==> config.mk <==
export PLATFORM = sky130hd
export DESIGN_NAME = inst_fetch
export DESIGN_NICKNAME = d
export VERILOG_FILES = /design/src/rtl/inst_fetch.sv
export SDC_FILE = /design/constraint.sdc
export NUM_CORES = 1
export LEC_CHECK = 0
export BUFFER_PORTS_ARGS = -buffer_cell sky130_fd_sc_hd__buf_2
export CORE_MARGIN = 10
export CORE_UTILIZATION = 40
export CTS_BUF_LIST = sky130_fd_sc_hd__clkbuf_16
export DETAILED_ROUTE_END_ITERATION = 7
export SETUP_SLACK_MARGIN = 0.4
export SYNTH_ARGS = -nofsm -noshare
export SYNTH_HDL_FRONTEND = slang
export SYNTH_SLANG_ARGS = --single-unit
==> constraint.sdc <==
create_clock -name clk -period 4.1 [get_ports clk]
set_input_delay 0.205 -clock clk [delete_from_list [all_inputs] [get_ports clk]]
set_output_delay 0.205 -clock clk [all_outputs]
set_load 0.01 [all_outputs]
==> src/rtl/inst_fetch.sv <==
// inst_fetch: instruction fetch stage with a FIFO prefetch buffer.
//
// The PC register drives the instruction ROM. Each accepted fetch pushes
// {pc, rom_inst} into the buffer, whose head is presented to decode.
// A redirect flushes the buffer and reloads the PC, aligned to a 4-byte word.
//
// Parameters:
//   RESET_PC    first fetch address after reset
//   FIFO_DEPTH  number of prefetch buffer entries (power of two, >= 2)
//
// Ports:
//   clk, rst                 clock; asynchronous active-low reset
//   stall                    hold fetch (PC frozen, no push)
//   redirect_valid/_pc       flush the buffer and load a new PC
//   rom_ce, rom_addr         ROM chip enable (registered) and byte address (= PC)
//   rom_inst                 ROM read data, valid in the same cycle
//   if_valid/if_pc/if_inst   head-of-buffer entry presented to decode
//   id_ready                 decode accepts the head this cycle
//   fetch_full_cnt           only when FETCH_PERF_EN is defined: count of
//                            fetches blocked by a full buffer
//
// Optional feature macro: FETCH_PERF_EN
module inst_fetch #(
    parameter logic [31:0] RESET_PC   = 32'h0000_0000,
    parameter int unsigned FIFO_DEPTH = 4
) (
    input  logic        clk,
    input  logic        rst,
    input  logic        stall,
    input  logic        redirect_valid,
    input  logic [31:0] redirect_pc,
    output logic        rom_ce,
    output logic [31:0] rom_addr,
    input  logic [31:0] rom_inst,
    output logic        if_valid,
    output logic [31:0] if_pc,
    output logic [31:0] if_inst,
    input  logic        id_ready
`ifdef FETCH_PERF_EN
    ,
    output logic [31:0] fetch_full_cnt
`endif
);

    localparam int unsigned PTR_W = $clog2(FIFO_DEPTH);
    localparam int unsigned CNT_W = PTR_W + 1;

    typedef struct packed {
        logic [31:0] pc;
        logic [31:0] inst;
    } entry_t;

    logic [31:0]      pc_q, pc_d;
    logic             rom_ce_q, rom_ce_d;
    logic [PTR_W-1:0] wr_ptr_q, wr_ptr_d;
    logic [PTR_W-1:0] rd_ptr_q, rd_ptr_d;
    logic [CNT_W-1:0] count_q, count_d;
    entry_t           mem_q [FIFO_DEPTH];

    logic full_c;
    logic empty_c;
    logic push_c;
    logic pop_c;
    logic unused_redirect_lsb_c;

    // Low address bits of the redirect target are dropped by word alignment.
    assign unused_redirect_lsb_c = ^redirect_pc[1:0];

    // Push/pop qualification; redirect suppresses both.
    always_comb begin
        full_c  = (count_q == CNT_W'(FIFO_DEPTH));
        empty_c = (count_q == '0);
        pop_c   = !empty_c && id_ready && !redirect_valid;
        push_c  = rom_ce_q && !stall && !redirect_valid && (!full_c || pop_c);
    end

    // Next-state for PC, pointers and occupancy.
    always_comb begin
        pc_d     = pc_q;
        rom_ce_d = 1'b1;
        wr_ptr_d = wr_ptr_q;
        rd_ptr_d = rd_ptr_q;
        count_d  = count_q;

        if (redirect_valid) begin
            pc_d     = {redirect_pc[31:2], 2'b00};
            wr_ptr_d = '0;
            rd_ptr_d = '0;
            count_d  = '0;
        end else begin
            if (push_c) begin
                pc_d     = pc_q + 32'd4;
                wr_ptr_d = wr_ptr_q + PTR_W'(1);
            end
            if (pop_c) begin
                rd_ptr_d = rd_ptr_q + PTR_W'(1);
            end
            case ({push_c, pop_c})
                2'b10:   count_d = count_q + CNT_W'(1);
                2'b01:   count_d = count_q - CNT_W'(1);
                default: count_d = count_q;
            endcase
        end
    end

    // Control state; reset clears occupancy asynchronously so if_valid drops at once.
    always_ff @(posedge clk or negedge rst) begin
        if (!rst) begin
            pc_q     <= RESET_PC;
            rom_ce_q <= 1'b0;
            wr_ptr_q <= '0;
            rd_ptr_q <= '0;
            count_q  <= '0;
        end else begin
            pc_q     <= pc_d;
            rom_ce_q <= rom_ce_d;
            wr_ptr_q <= wr_ptr_d;
            rd_ptr_q <= rd_ptr_d;
            count_q  <= count_d;
        end
    end

    // Buffer storage carries no reset.
    always_ff @(posedge clk) begin
        if (push_c) begin
            mem_q[wr_ptr_q] <= '{pc: pc_q, inst: rom_inst};
        end
    end

    assign rom_ce   = rom_ce_q;
    assign rom_addr = pc_q;
    assign if_valid = !empty_c;
    assign if_pc    = mem_q[rd_ptr_q].pc;
    assign if_inst  = mem_q[rd_ptr_q].inst;

`ifdef FETCH_PERF_EN
    logic [31:0] full_cnt_q, full_cnt_d;

    // Count fetch attempts blocked by a full buffer with no drain.
    always_comb begin
        full_cnt_d = full_cnt_q;
        if (rom_ce_q && !stall && !redirect_valid && full_c && !pop_c) begin
            full_cnt_d = full_cnt_q + 32'd1;
        end
    end

    always_ff @(posedge clk or negedge rst) begin
        if (!rst) begin
            full_cnt_q <= '0;
        end else begin
            full_cnt_q <= full_cnt_d;
        end
    end

    assign fetch_full_cnt = full_cnt_q;
`endif

endmodule
Word level (Yosys, flattened, before mapping)
Memories as Yosys holds them, arrays and structs flattened.
Cells that the tools add are included.
{ "totals": {"ff_bits": 40, "ramBits": 256, "in_bits": 69, "mem_count": 1} }
{ "mem_list": {"columns": ["memory", "depth", "width", "read_ports", "rd_ports_with_merged_regs", "wr", "line", "text"], "rows": [
  ["mem_q", 4, 64, 1, 0, 1, "58", "entry_t mem_q [FIFO_DEPTH];"]
]} }
{ "classes": {"addsub": 5, "n_eq_ne": 3, "muxes": 10, "n_reduce_logical": 14} }
{ "ops": {"columns": ["op", "n"], "rows": [
  ["two-way mux 32 bit", 2],
  ["adder 32 x 3 -> 32 bit, second input constant", 1],
  ["two-way mux 2 bit", 4],
  ["one-hot mux 3 bit (2 select lines)", 1],
  ["logical AND 1 bit", 5],
  ["adder 2 x 1 -> 2 bit, second input constant", 2],
  ["zero test 1 bit", 4],
  ["nonzero test 2 bit", 2],
  ["adder 3 x 1 -> 3 bit, second input constant", 1],
  ["== test 3 bit, second input constant", 1],
  ["zero test 3 bit", 1],
  ["two-way mux 3 bit", 1],
  ["nonzero test 3 bit", 1],
  ["subtractor 3 x 1 -> 3 bit, second input constant", 1],
  ["== test 2 x 1 -> 1 bit, second input constant", 1],
  ["== test 2 bit, second input constant", 1],
  ["two-way mux 1 bit", 2],
  ["logical OR 1 bit", 1]
]} }

Depth between registers and ports, before layout
Gate-level depths: netlist of run 1.
{ "logic_depth": {"ltp_word": 9, "mapped_depth": 7, "depth_no_buf": 6} }

Worst setup path before layout of run 1
Ideal clock, no wire load.
{ "synth_timing": {"kind": "flip-flop to flip-flop", "startpoint": "register count_q[2]", "endpoint": "memory mem_q[0][0] (netlist bit), enable pin", "arrival_time_ns": 2.572, "required_time_ns": 3.673, "slack_ns": 1.101, "stages_incl_launch_ff": 4, "path_buffers": 0, "period_less_slack_ns": 2.999, "cell_sequence": "dfrtp_1 > nor4b_1 > nor2_1 > and3_1"} }
{ "synth_via": {"elab_chain_cells": 8, "word_cells_on_any_way": 10, "cone_classes": "eq/ne (1); mux (2); reduce/logical (7)"} }
{ "synth_rtl": {"columns": ["element", "line", "text"], "rows": [
  ["start, declared", "57", "logic [CNT_W-1:0] count_q, count_d;"],
  ["start signal, assigned", "119", "count_q <= count_d;"],
  ["zero test 3 bit", "72", "empty_c = (count_q == '0);"],
  ["zero test 1 bit", "73", "pop_c = !empty_c && id_ready && !redirect_valid;"],
  ["logical AND 1 bit (2 in series)", "73", null],
  ["logical OR 1 bit *", "74", "push_c = rom_ce_q && !stall && !redirect_valid && (!full_c || pop_c);"],
  ["logical AND 1 bit *", "74", null],
  ["two-way mux 1 bit *", "125", "if (push_c) begin"],
  ["two-way mux 1 bit (not written as such) *", "126", "mem_q[wr_ptr_q] <= '{pc: pc_q, inst: rom_inst};"],
  ["end, declared", "58", null]
]} }
Every way passes the cells marked *; elsewhere a longest branch is shown, timed or not.

Worst setup path after layout of run 1
{ "layout_timing": {"startpoint": "register rd_ptr_q[0]", "endpoint": "output if_pc[18]"} }
{ "layout_via": {"elab_chain_cells": 1} }
{ "layout_rtl": {"columns": ["element", "line", "text"], "rows": [
  ["start, declared", "56", "logic [PTR_W-1:0] rd_ptr_q, rd_ptr_d;"],
  ["start signal, assigned", "118", "rd_ptr_q <= rd_ptr_d;"],
  ["memory read (4 x 64 bit)", null, null],
  ["end, declared", "36", "output logic [31:0] if_pc,"]
]} }
Every way passes these cells.

==> results of run 1 <==
[placed cells by master (no fill, tap or decap), drive strengths merged, types with 3 or more instances in the layout]
cell type,count
edfxtp,248
buf,162
mux4,62
dlygate4sd3,62
dfrtp,38
clkbuf,31
nand3,27
nand2,23
nor2,22
or4,18
inv,15
o21ai,14
nand4,13
a31oi,12
clkinv,12
o31ai,11
xor2,7
bufinv,7
and3,7
nor2b,5
ha,5
conb,5
or3,4
nor4,4
o31a,3
xnor2,3
a21oi,3
nor3,3
o211ai,3
[cell type report]
cell class / count / area (um2) / share of cell area [%]
clock buffers: 31 / 776 / 5.48
clock inverters: 25 / 288 / 2.03
inverters: 9 / 33.8 / 0.239
multi-input cells: 274 / 2730 / 19.3
flip-flops and latches: 286 / 8410 / 59.4
well taps: 378 / 473 / 3.34
repair buffers: 224 / 1450 / 10.2
[cells by family (layout without fill, tap and decap cells)]
kind of cell	after synthesis	count (layout)	share of synthesized area [%]
AO/OA/AOI/OAI	54	54	3.17
AND/OR/NAND/NOR	134	134	6.49
buffers and inverters	42	289	1.69
XOR/XNOR	10	10	0.776
flip-flops	286	286	74.4
other	2	5	0.0666
adder cells (fa/ha/maj)	6	6	0.732
multiplexers	65	65	12.7
[through the flow]
step	hold WS [ps]	util [%]	power, mW	setup slack [ps]
detailed placement	376	44.9	4.34	1370
floorplan	-90.6	-	3.96	1100
finish	28.2	50.9	7.17	1350
global route	25.3	50.9	7.46	1140
CTS	4.35	50.9	7.26	1250
global placement	365	44.9	4.31	1480
[final timing paths]
kind	start	to	slack, ps	cells after the start
min	redirect_pc[16]	rom_addr[16]	30	3
max reg2reg	count_q[2]	mem_q[1][25]	1410	3
max	rd_ptr_q[0]	if_pc[18]	1350	3
min in group asynchronous	rst	rom_ce	320	2
min reg2reg	wr_ptr_q[1]	wr_ptr_q[1]	580	2
max in group asynchronous	rst	rd_ptr_q[1]	3130	2
[metal layers]
layer / global-route usage (%) / wire length, um
met5: 0 / 0
met4: 2.95 / 329
met3: 3.77 / 1800
met2: 23.3 / 12400
met1: 18.7 / 11000
[registers in the layout (all words and copies together) (netlist names)]
register / cells
rd_ptr_q: 2
mem_q: 248
rom_addr: 30
count_q: 3
wr_ptr_q: 2
rom_ce: 1
[power by group]
| group | internal, mW | switching (mW) | leakage [nW] |
|---|---|---|---|
| registers | 3.27 | 0.171 | 2.69 |
| logic | 0.452 | 0.404 | 1.65 |
| clock network | 1.80 | 1.07 | 0.544 |
| total | 5.52 | 1.65 | 4.89 |
[critical path: stages, from the launching register on]
cell     delay (ps)
dfrtp_4         860
buf_12          360
mux4_2          580
buf_2           160
[what timing repair did]
action	4_1_cts	5_1_grt
hold endpoints to repair	195	0
setup buffers	0	0
hold buffers	62	0
==> key figures, run 1 <==
STA
  – Unrepaired setup endpoints after global routing: no
  – Final setup vio count: 0
  – Setup Skew: 9.48 ps
  – Endpoints failing hold: 0
  – Worst-margin pin slew: 1020 ps
  – Pins Over Slew Limit: 0
  – Fmax: 364 MHz
  – Slew HR: 32.1%
  – Crit share post-route: 67.1%
  – Crit path time final: 2750 ps
  – Fin Setup TNS: 0 ps

Status
  – Status: completed

Synth
  – Distinct cells, synth: 48
  – Area contributors post-synth: edfxtp_1, mux4_2, dfrtp_1
  – Main synth FF type: edfxtp_1
  – Yosys reg bits: 286
  – Register area share after synthesis: 74.4%
  – Synthesized area: 0.0113 mm2
  – Synth area leader: edfxtp_1
  – Top post-synthesis cells by count: edfxtp_1, mux4_2, dfrtp_1, nand3_1, nand2_1
  – YS warnings: 0
  – Post-synth EDFFs: 248
  – Synthesized instance count: 599
  – Yosys top cell area share: 66.0%
  – Ys async rst share: 13.3%
  – Most frequent cell after synthesis: edfxtp_1
  – Mean Syn Cell Area: 18.8 um2

Clock network
  – Number of CTS-inserted buffers: 31
  – Worst-path clk slew: 60 ps
  – Clock root buffer: clkbuf_16
  – Worst-Skew Late Latency: 540 ps
  – CTS tree: built
  – # clock sinks: 286
  – CTS H-tree depth: 1
  – CTS Buffer Depth: 3
  – Resize count post-CTS: 0

Worst setup path
  – CP Launch Type: flip-flop
  – Worst setup EP type: primary output
  – Arrival @ worst endpoint: 2550 ps
  – Kind of critical path: flip-flop to primary output
  – Req. time, crit path: 3890 ps
  – Critical Path Fanout Max: 33

Placement
  – GP Congestion: 0.862
  – PortBufs: 160
  – Placed Area: 0.0125 mm2
  – Post-DP HPWL: 15700 um
  – Inst Count DP: 1109

Floorplanning
  – Core ar.: 0.0278 mm2
  – IO Count: 167
  – Die ar.: 0.0353 mm2
  – Initial Utilization: 40.6%
  – Row Count: 61
  – Die H: 188 um
  – Die X: 188 um

Pwr
  – Power density cells: 507 mW/mm2
  – Max IR drop VDD: 254 uV
  – P_leak: 4.89 nW

Global route
  – Grt total ovfl: 0
  – GRT Util Overall: 14.2%
  – Vias in the first global route: 6898
  – Largest net degree at the start of global routing: 64
  – Initial antenna violation count: 0
  – Global-route wire length before repair: 40300 um

Routing
  – Vias per cell: 5.26
  – WL/cell: 20.8 um
  – Detail Route Antenna Nets: 0
  – Vias: 6448
  – Routed WL: 25500 um
  – Initial DRC Count: 446
  – DRC: 0
  – Router iterations before antenna repair: 5

Layout
  – Post-layout nets: 901
  – N_diodes: 0
  – Ratio of cells with drive above 1 in the final layout: 32.9%
  – Non-Filler Instances: 1227
  – Synthesis-to-layout area growth: 25.4%
  – Fin area: 0.0142 mm2
  – Fillers: 2315

Job
  – Max Cap Viol: 0

Min path
  – HP Class: input port to flip-flop
Power figures use the tool's default switching activity.
==> run 2, diff against run 1 <==
Settings changed: ABC_AREA set to 1.
Clock period 4.1 ns to 2.5 ns, I/O delays scaled along.
==> key figures, run 2 <==
Status
  – Status: completed

Clock network
  – CTS H-tree depth: 1 (unchanged)
  – CTS Buffer Depth: 3 (unchanged)
  – Number of CTS-inserted buffers: 30 (-3.2%)
  – CTS tree: built
  – Worst-Skew Late Latency: 550 ps (about the same)
  – Worst-path clk slew: 60 ps (about the same)
  – # clock sinks: 286 (unchanged)
  – Clock root buffer: clkbuf_16

STA
  – Endpoints failing hold: 0 (unchanged)
  – Crit share post-route: 81.1%
  – Fin Setup TNS: 0 ps (unchanged)
  – Crit path time final: 2030 ps
  – Setup Skew: 10.1 ps (+0.605 ps)
  – Worst-margin pin slew: 551 ps (-468 ps)
  – Fmax: 493 MHz
  – Final setup vio count: 0 (unchanged)
  – Slew HR: 63.3% (+31 points)
  – Unrepaired setup endpoints after global routing: no
  – Pins Over Slew Limit: 0 (unchanged)

Floorplanning
  – Row Count: 63 (+3.3%)
  – Core ar.: 0.0296 mm2 (+6.4%)
  – Die H: 193 um (+2.7%)
  – IO Count: 167 (unchanged)
  – Die ar.: 0.0372 mm2 (+5.4%)
  – Initial Utilization: 40.5% (-0.13 points)
  – Die X: 193 um (+2.7%)

Worst setup path
  – Req. time, crit path: 2380 ps (-1510 ps)
  – CP top delay family: flip-flops
  – Critical-path top delay cell: dfrtp_4
  – Critical path, cell by cell: buf_12 > clkbuf_16 > o21ai_0 > o22ai_1 > buf_2
  – Arrival @ worst endpoint: 1900 ps (-650 ps)
  – CP Launch Point: rd_ptr_q[0]
  – Kind of critical path: flip-flop to primary output
  – Worst setup EP type: primary output
  – Worst path buffer plus inverter count: 3 (+1)
  – Origin of the critical flop-to-flop path: count_q[0]
  – Critical Path Fanout Max: 15 (-55%)
  – CP peak stage delay: 540 ps (-320 ps)
  – CP Launch Type: flip-flop

Layout
  – Post-layout nets: 1365 (+51%)
  – Max reg flops: 248 (unchanged)
  – Most frequent cells in the layout: edfxtp_1, nand2_1, buf_2
  – Reg with most FFs: mem_q
  – Most common cell after layout, fill and taps aside: edfxtp_1
  – Fillers: 2572 (+11%)
  – Fin area: 0.0154 mm2 (+8.9%)
  – N_diodes: 0 (unchanged)
  – Ratio of cells with drive above 1 in the final layout: 21.8% (-11 points)
  – Synthesis-to-layout area growth: 28.8%

Synth
  – Yosys top cell area share: 62.2% (-3.8 points)
  – Register area share after synthesis: 70.2% (-4.2 points)
  – Top post-synthesis cells by count: edfxtp_1, nand2_1, nor2_1, o21ai_0, o22ai_1
  – Distinct cells, synth: 33 (-31%)
  – YS warnings: 0 (unchanged)
  – Ys async rst share: 13.3% (unchanged)
  – Synthesized instance count: 1043 (+74%)
  – Mean Syn Cell Area: 11.5 um2 (-39%)
  – Main synth FF type: edfxtp_1
  – Yosys reg bits: 286 (unchanged)
  – Synth area leader: edfxtp_1
  – Post-synth EDFFs: 248 (unchanged)
  – Synthesized area: 0.0120 mm2 (+6.1%)
  – Area contributors post-synth: edfxtp_1, dfrtp_1, o21ai_0
  – Most frequent cell after synthesis: edfxtp_1

Global route
  – GRT Util Overall: 17.1% (+2.9 points)
  – Largest net degree at the start of global routing: 63 (-1.6%)
  – Global-route wire length before repair: 49300 um (+22%)
  – Initial antenna violation count: 0 (unchanged)
  – Grt total ovfl: 0 (unchanged)
  – Vias in the first global route: 8571 (+24%)

Routing
  – Vias: 8645 (+34%)
  – Detail Route Antenna Nets: 0 (unchanged)
  – Router iterations before antenna repair: 5 (unchanged)
  – Vias per cell: 5.07 (-3.5%)
  – Routed WL: 34200 um (+34%)
  – Initial DRC Count: 591 (+33%)
  – WL/cell: 20.1 um (-3.6%)
  – DRC: 0 (unchanged)

Min path
  – HP Class: input port to flip-flop
  – Hold Crit Start: redirect_valid

Placement
  – PortBufs: 160 (unchanged)
  – Post-DP HPWL: 18200 um (+16%)
  – GP Congestion: 0.832 (-3.4%)
  – Placed Area: 0.0133 mm2 (+6.6%)

Pwr
  – Overall power after layout: 13.3 mW (+85%)
  – Power density cells: 861 mW/mm2 (+70%)
  – Max IR drop VDD: 525 uV (+110%)
  – P_leak: 5.95 nW (+22%)

Job
  – Max Cap Viol: 0 (unchanged)
## run 2: changes by cell type after synthesis, moves of 11 or more
cell | previous run | this run
a31oi_1 | 12 | 0
clkbuf_1 | 16 | 34
inv_1 | 8 | 52
mux4_2 | 62 | 0
nand2_1 | 23 | 179
nand4_1 | 13 | 1
nor2_1 | 22 | 162
o21ai_0 | 14 | 142
o22ai_1 | 0 | 62
o31ai_1 | 11 | 0
or4_1 | 17 | 0
## run 2: area by class of cell
| class | instances | area (um2) | area share, % |
|---|---|---|---|
| Multi-Input combinational cell | 644 | 3130 | 20.3 |
| Inverter | 62 | 263 | 1.71 |
| Clock buffer | 31 | 776 | 5.03 |
| Tap cell | 390 | 488 | 3.17 |
| Sequential cell | 286 | 8400 | 54.5 |
| Timing Repair Buffer | 266 | 2150 | 14.0 |
| Clock inverter | 25 | 194 | 1.26 |
## run 2: metal layers
| metal | GRT usage (%) | wire length, um |
|---|---|---|
| met1 | 23.1 | 15600 |
| met4 | 4.67 | 533 |
| met5 | 0 | 0 |
| met3 | 3.31 | 2180 |
| met2 | 27.7 | 15900 |
## run 2: worst register-to-register path, stage by stage (launching register included)
cell and delay [ps]:
dfrtp_1 440, nor2_2 150, nand2_1 100, nand4_1 150, inv_1 70, fa_1 370, xnor2_1 150, or2_0 220
nand3_1 80, nand2_1 50
## run 2: repair_timing
action / CTS / global route
setup buffers: 1 / 4
setup endpoints to repair: 59 / 44
gates cloned: 5 / 7
gates resized for setup: 16 / 12
pin swaps: 0 / 1
endpoints found under the hold margin: 197 / 0
hold buffers: 70 / 0
## run 2: where the power goes
part	internal, mW	switching, mW	leakage (nW)
Combinational	1.28	1.98	2.73
Sequential	5.41	0.267	2.71
Clock	2.54	1.78	0.505
## run 2: worst paths after layout
check	cells past startpoint	endpoint	slack, ps
worst max-delay path	5	if_pc[8]	470
worst min-delay path	4	count_q[0]	40
worst max register to register	9	count_q[2]	600
worst min register to register	2	count_q[2]	580
max in group asynchronous	3	rom_addr[14]	1820
min in group asynchronous	2	rom_addr[28]	90
## run 2: cell families after synthesis
kind of cell,synth area share [%]
XOR/XNOR,0.951
buffers and inverters,4.18
flip-flops,70.2
AO/OA/AOI/OAI,9.72
adder cells (fa/ha/maj),0.690
other,0.0628
AND/OR/NAND/NOR,14.2
## run 2: stage by stage
stage	util (%)	hold WS (ps)	setup WS [ps]	instances
final	52.1	36.7	472	1704
after global routing	52.1	39.9	401	1704
after CTS	51.3	3.90	401	1693
after detailed placement	44.9	130	542	1561
after global placement	44.9	132	607	1561
after floorplan	-	-171	390	1046
